## src/rtl/regfile_wb_arbiter.sv

```systemverilog
// Round-robin writeback arbiter feeding the single register file write port.
// Optional macro REGFILE_WB_BYPASS_EN adds same-edge read bypass outputs.
module regfile_wb_arbiter #(
    parameter int REG_WIDTH = 32,
    parameter int NUM_REGS  = 32,
    parameter int NUM_REQ   = 2,
    localparam int AW = $clog2(NUM_REGS),
    localparam int IW = $clog2(NUM_REQ)
) (
    input  logic                         clk,
    input  logic                         rst,
    input  logic [NUM_REQ-1:0]           reqValid,
    input  logic [NUM_REQ*AW-1:0]        reqAddr,
    input  logic [NUM_REQ*REG_WIDTH-1:0] reqData,
    output logic [NUM_REQ-1:0]           reqReady,
    output logic                         wrEn,
    output logic [AW-1:0]                wrAddr,
    output logic [REG_WIDTH-1:0]         wrData,
    output logic [IW-1:0]                grantIdx
`ifdef REGFILE_WB_BYPASS_EN
    ,
    input  logic [AW-1:0]                rs1Addr,
    input  logic [AW-1:0]                rs2Addr,
    output logic                         rs1Fwd,
    output logic                         rs2Fwd,
    output logic [REG_WIDTH-1:0]         fwdData
`endif
);

    // Handshake: a requester transfers on the posedge where reqValid[i] & reqReady[i];
    // it holds addr/data stable until then, and reqReady never depends on anything but
    // reqValid, rst and the round-robin pointer.

    localparam logic [IW:0]   NREQ_X   = (IW+1)'(NUM_REQ);
    localparam logic [IW-1:0] LAST_IDX = IW'(NUM_REQ - 1);

    logic [IW-1:0]        r_rr_ptr;
    logic                 w_any;
    logic [IW-1:0]        w_gidx;
    logic [IW:0]          w_scan;
    logic [AW-1:0]        w_addr;
    logic [REG_WIDTH-1:0] w_data;

    // Scan from the pointer with an explicit wrap so non-power-of-2 counts work.
    always_comb begin
        w_any  = 1'b0;
        w_gidx = '0;
        w_scan = '0;
        for (int k = 0; k < NUM_REQ; k++) begin
            w_scan = {1'b0, r_rr_ptr} + (IW+1)'(k);
            if (w_scan >= NREQ_X) begin
                w_scan = w_scan - NREQ_X;
            end
            if (!w_any && reqValid[w_scan[IW-1:0]]) begin
                w_any  = 1'b1;
                w_gidx = w_scan[IW-1:0];
            end
        end
        if (rst) begin
            w_any = 1'b0;
        end
    end

    always_comb begin
        reqReady = '0;
        if (w_any) begin
            reqReady[w_gidx] = 1'b1;
        end
    end

    always_comb begin
        w_addr = '0;
        w_data = '0;
        for (int i = 0; i < NUM_REQ; i++) begin
            if (w_gidx == IW'(i)) begin
                w_addr = reqAddr[i*AW +: AW];
                w_data = reqData[i*REG_WIDTH +: REG_WIDTH];
            end
        end
    end

    // Writes to x0 are consumed like any other grant but never raise wrEn.
    always_ff @(posedge clk) begin
        if (rst) begin
            r_rr_ptr <= '0;
            wrEn     <= 1'b0;
            wrAddr   <= '0;
            wrData   <= '0;
            grantIdx <= '0;
        end else begin
            wrEn <= w_any && (w_addr != '0);
            if (w_any) begin
                wrAddr   <= w_addr;
                wrData   <= w_data;
                grantIdx <= w_gidx;
                r_rr_ptr <= (w_gidx == LAST_IDX) ? '0 : w_gidx + 1'b1;
            end
        end
    end

`ifdef REGFILE_WB_BYPASS_EN
    assign rs1Fwd  = wrEn && (wrAddr == rs1Addr) && (rs1Addr != '0);
    assign rs2Fwd  = wrEn && (wrAddr == rs2Addr) && (rs2Addr != '0);
    assign fwdData = wrData;
`endif

endmodule

```

## config.mk

```make
export PLATFORM = sky130hd
export DESIGN_NAME = regfile_wb_arbiter
export DESIGN_NICKNAME = d
export VERILOG_FILES = /design/src/rtl/regfile_wb_arbiter.sv
export SDC_FILE = /design/constraint.sdc
export NUM_CORES = 1
export LEC_CHECK = 0
export BUFFER_PORTS_ARGS = -buffer_cell sky130_fd_sc_hd__buf_2
export CAP_MARGIN = 20
export CORE_MARGIN = 2
export CORE_UTILIZATION = 40
export DETAILED_ROUTE_END_ITERATION = 8
export PLACE_DENSITY = 0.81
export SLEW_MARGIN = 20
export SYNTH_ARGS = -nofsm -noshare
export SYNTH_HDL_FRONTEND = slang
export SYNTH_SLANG_ARGS = --single-unit
```

## constraint.sdc

```tcl
create_clock -name clk -period 1.55 [get_ports clk]
set_clock_uncertainty 0.2 [all_clocks]
set_input_delay 0.0775 -clock clk [delete_from_list [all_inputs] [get_ports clk]]
set_output_delay 0.0775 -clock clk [all_outputs]
set_load 0.01 [all_outputs]
```

**After elaboration in Yosys (flattened, before gate mapping)**

Index checks and enable logic that the tools add are counted.

- Word-level logic and storage cells: 37
- Output and inout port bits: 41
- Register bits after elaboration: 40
- Bits of input ports: 78

- Multiplexer cells: 17
- $add $sub $neg: 4
- Reduce and logical (&&, ||, !) cells: 5
- Magnitude comparators: 6

Operators with widths:

| cell | count |
|---|---|
| $mux W32 | 1 |
| $mux W1 | 13 |
| $lt A1 B2 Y1 const B | 3 |
| $mux W5 | 1 |
| $reduce_bool A5 Y1 | 1 |
| $logic_and A1 B1 Y1 | 3 |
| $add A1 B1 Y2 const B | 1 |
| $ge A1 B2 Y1 const B | 1 |
| $ge A2 B2 Y1 const B | 1 |
| $mux W2 | 1 |
| $sub A1 B1 Y1 const B | 2 |
| $add A1 B1 Y1 const B | 1 |
| $demux W1 S1 | 1 |
| $ge A1 B1 Y1 const B | 1 |
| $logic_not A1 Y1 | 1 |

**Depth between registers and ports, before layout**

- Word-level depth: 13
- Depth in mapped cells: 6
- Gate-level depth less buffers: 4

**Worst setup path before layout**

No wires, ideal clock.

- Path type: reg2reg
- Start point: register r_rr_ptr
- End point: register wrEn
- Setup time: 0.130 ns
- Path buffers: 2
- Path slack: -0.129 ns
- Period minus slack after synthesis: 1.679 ns
- Data required time: 1.220 ns
- Stages on the path, launching flop included: 7
- Arrival: 1.348 ns
- Cell sequence: dfxtp_1 > buf_6 > nand2b_4 > buf_6 > a2111o_1 > a221oi_2 > o22ai_1

- Cells in the longest elaborated chain, start to end: 11
- Elaborated cells on any way between the ends: 21
- Classes of those cells: add/sub: 3; order compare: 2; mux: 12; reduce/logical: 4

Ends and longest elaborated chain:

| item | RTL line | source |
|---|---|---|
| from (decl) | 37 | `logic [IW-1:0] r_rr_ptr;` |
| from (signal assigned) | 96 | `r_rr_ptr <= (w_gidx == LAST_IDX) ? '0 : w_gidx + 1'b1;` |
| $ge A1 B2 Y1 or $sub A1 B1 Y1 (tied branches) | 51, 52 |  |
| $mux W1 | 51 | `if (w_scan >= NREQ_X) begin` |
| $mux W1 (implied by the code) (2 in a row) | 54 | `if (!w_any && reqValid[w_scan[IW-1:0]]) begin` |
| $mux W1 | 54 |  |
| $logic_not A1 Y1 | 54 |  |
| $logic_and A1 B1 Y1 | 54 |  |
| $mux W1 | 54 |  |
| $mux W5 | 75 | `if (w_gidx == IW'(i)) begin` |
| $reduce_bool A5 Y1 | 91 | `wrEn <= w_any && (w_addr != '0);` |
| $logic_and A1 B1 Y1 * | 91 |  |
| to (signal assigned) | 91 |  |
| to (decl) | 16 | `output logic wrEn,` |

Every way passes the cells marked *; elsewhere a longest branch is shown, timed or not. The select of a mux whose other input is x is not followed.
A chain may end at the register's enable or synchronous reset.

**Worst setup path in the final report**

Ends and elaborated chain as after synthesis.

==> out/metrics.csv <==
metric;value;unit
status;finished with violations;
violations;setup timing;
die_area;5878;sq um
slowest_delay;0.41;ns
synth_cell_type_count;22;
power_density;742.5;nW/um^2
cp_data_arrival_time;1.57;ns
power_leakage;1.769;nW
layout_common_cells;buf_2 (118), dlygate4sd3_1 (73), nor2_1 (40);
routabilityCongestion;0.7621;
synthAdderAreaFrac;0;%
finalSetupViolCount;1;
clkLatencyLatePin;0.29;ns
viasPerCell;5.418;
routedWlPerCell;14.77;um
nets;527;
drt_pass1_iterations;7;
grt_overflow;0;
hp-class;input pin to flop;
ys_seq_area_share;37.91;%
relSlewSlack;82.77;%
grt_max_degree;49;
fin_crit;1.600;ns
path_delay_family;compound AO/OA/AOI/OAI gates;
worst_setup_path_start_kind;flop;
layout-drive-gt1-share;31.56;%
critical_path_class;flop to flop;
die_height;76.67;um
post-route-drc-count;0;
crit_fanout;8;
ys_ff_latch;40;
irDropWorstVdd;0.0003406;V
finalCritPeriodShare;103.2;%
cts_buffer_depth;2;
crit_chain;nand2b_4 -> a2111o_1 -> a221oi_2 -> o22ai_1;
final_hold_viol_count;0;
tritoncts;done;
grt_pass1_wl;12.60;mm
postSynthAreaPerCell;7.851;sq um
numCtsBuffers;5;
ctsRootBufferMaster;clkbuf_8;
setup_tns;-0.05003;ns
final_common_cell;buf_2;
path_buf_inv;0;
end_kind;flop;
fp.dieW;76.67;um
synth_mux_area_share;0;%
worst_slew_pin_slew;0.2584;ns
clkSinkCount;40;
rsz0062_at_grt;yes;
core-area;5107;sq um
initial_utilization;41.35;%
rows;26;
critical-path-slowest-cell;a2111o_1;
syn_nets;347;
first_global_vias;2733;
ys.warnings.count;0;
area_growth;71.56;%
synth_compound_area_share;38.27;%
drv_slew;0;
yosys.area_share.simple;11.73;%
cap_viol_max_count;0;
antenna_found_initial;1;
power;2.690;mW
synthXorXnorAreaFrac;0;%
max_freq;0.6250;GHz
cp.required;1.52;ns
timing.final.ws_setup;-0.05003;ns
routed_wl;7.697;mm
hpwl;4.095;mm
synth_area;2112;sq um
io_pins;119;
ant_nets;0;
initialDrtViolationCount;104;
clkTransAtPathRegs;0.08;ns
port_buffers;118;
h-tree-depth;2;
synth_cells;269;
track_usage;26.12;%
num_vias;2823;
synth_top_family_by_area;compound AO/OA/AOI/OAI gates;
==> timing repair <==
item                                    in CTS  in global routing
hold endpoints to repair                    39                  0
gates cloned                                 0                  0
gates resized for setup                      3                  1
endpoints found under the setup margin       1                 15
buffers inserted                             2                  0
hold buffers                                73                  0
==> final cells by class <==
cell class	instances	area (sq um)
well taps	70	87.58
diodes	1	2.502
inverters	33	123.9
fillers	372	1484
clock buffers	6	82.58
multi-input cells	166	1059
flip-flops and latches	40	802.0
clock inverters	2	10.01
repair buffers	203	1456
==> synthesized netlist by cell type <==
cell | instances | share of area (%)
a2111o_1 | 1 | 0.53
inv_1 | 33 | 5.9
nor2_1 | 40 | 7.1
a311oi_1 | 3 | 1.2
buf_2 | 3 | 0.71
nor3_1 | 2 | 0.47
dfxtp_1 | 40 | 38
nand3_1 | 5 | 1.2
a211oi_1 | 1 | 0.36
or2_1 | 1 | 0.30
a31oi_1 | 33 | 9.8
a21oi_1 | 33 | 7.8
a221oi_2 | 1 | 0.71
clkbuf_1 | 23 | 4.1
buf_6 | 2 | 1.1
o21ai_1 | 2 | 0.47
nand2b_4 | 1 | 0.65
nand2_1 | 8 | 1.4
o22ai_1 | 1 | 0.30
and3_1 | 2 | 0.59
o221a_1 | 32 | 17
buf_1 | 2 | 0.36
==> sequential cells by signal, indices dropped and copies added, names as in the netlist <==
name      count
r_rr_ptr      1
wrEn          1
grantIdx      1
wrData       32
wrAddr        5
==> worst register-to-register path: cells and delay by family (launching register included) <==
kind               cells  cell delay, ns
AOI/OAI and AO/OA      3            0.76
DFF                    1            0.34
and+or+nand+nor        1            0.17
==> final timing paths <==
| path | to | slack (ns) | start | cells past startpoint |
|---|---|---|---|---|
| setup / recovery | wrEn | -0.05 | r_rr_ptr | 4 |
| hold / removal | wrData[15] | 0.01 | reqData[47] | 4 |
| setup reg to reg | wrEn | -0.05 | r_rr_ptr | 4 |
| hold reg to reg | grantIdx | 0.26 | grantIdx | 2 |
==> stage by stage <==
step,hold WS (ns),setup slack [ns],area [sq um],std cells,util (%)
6_report,0.01225,-0.05003,3623,521,70.95
5_1_grt,0.0003812,-0.09409,3623,521,70.95
4_1_cts,0.002692,-0.004373,3620,520,70.87
3_5_place_dp,0.1541,0.02443,2771,437,54.26
3_3_place_gp,0.1496,0.09782,2771,437,54.26
2_1_floorplan,0.03759,-0.06795,2112,269,-
==> power breakdown <==
group / switching, mW / total, mW / internal, mW / leakage, nW
Clock: 0.368 / 0.723 / 0.356 / 0.0510
Sequential: 0.0478 / 1.17 / 1.12 / 0.334
Combinational: 0.380 / 0.801 / 0.421 / 1.38
==> metal layers <==
| layer | vias to the layer above | routed length (um) | global-route usage, % |
|---|---|---|---|
| met5 | - | 0 | 0 |
| met4 | 0 | 257 | 12.00 |
| met3 | 29 | 497 | 5.294 |
| met1 | 1287 | 2893 | 28.17 |
| met2 | 171 | 4049 | 48.51 |
| li1 | 1336 | - | - |
==> logic make-up after synthesis <==
group / count (synthesis)
buffers and inverters: 63
and+or+nand+nor: 59
AOI/OAI and AO/OA: 107
DFF: 40
Note: power is estimated with default switching activity, not from simulation.
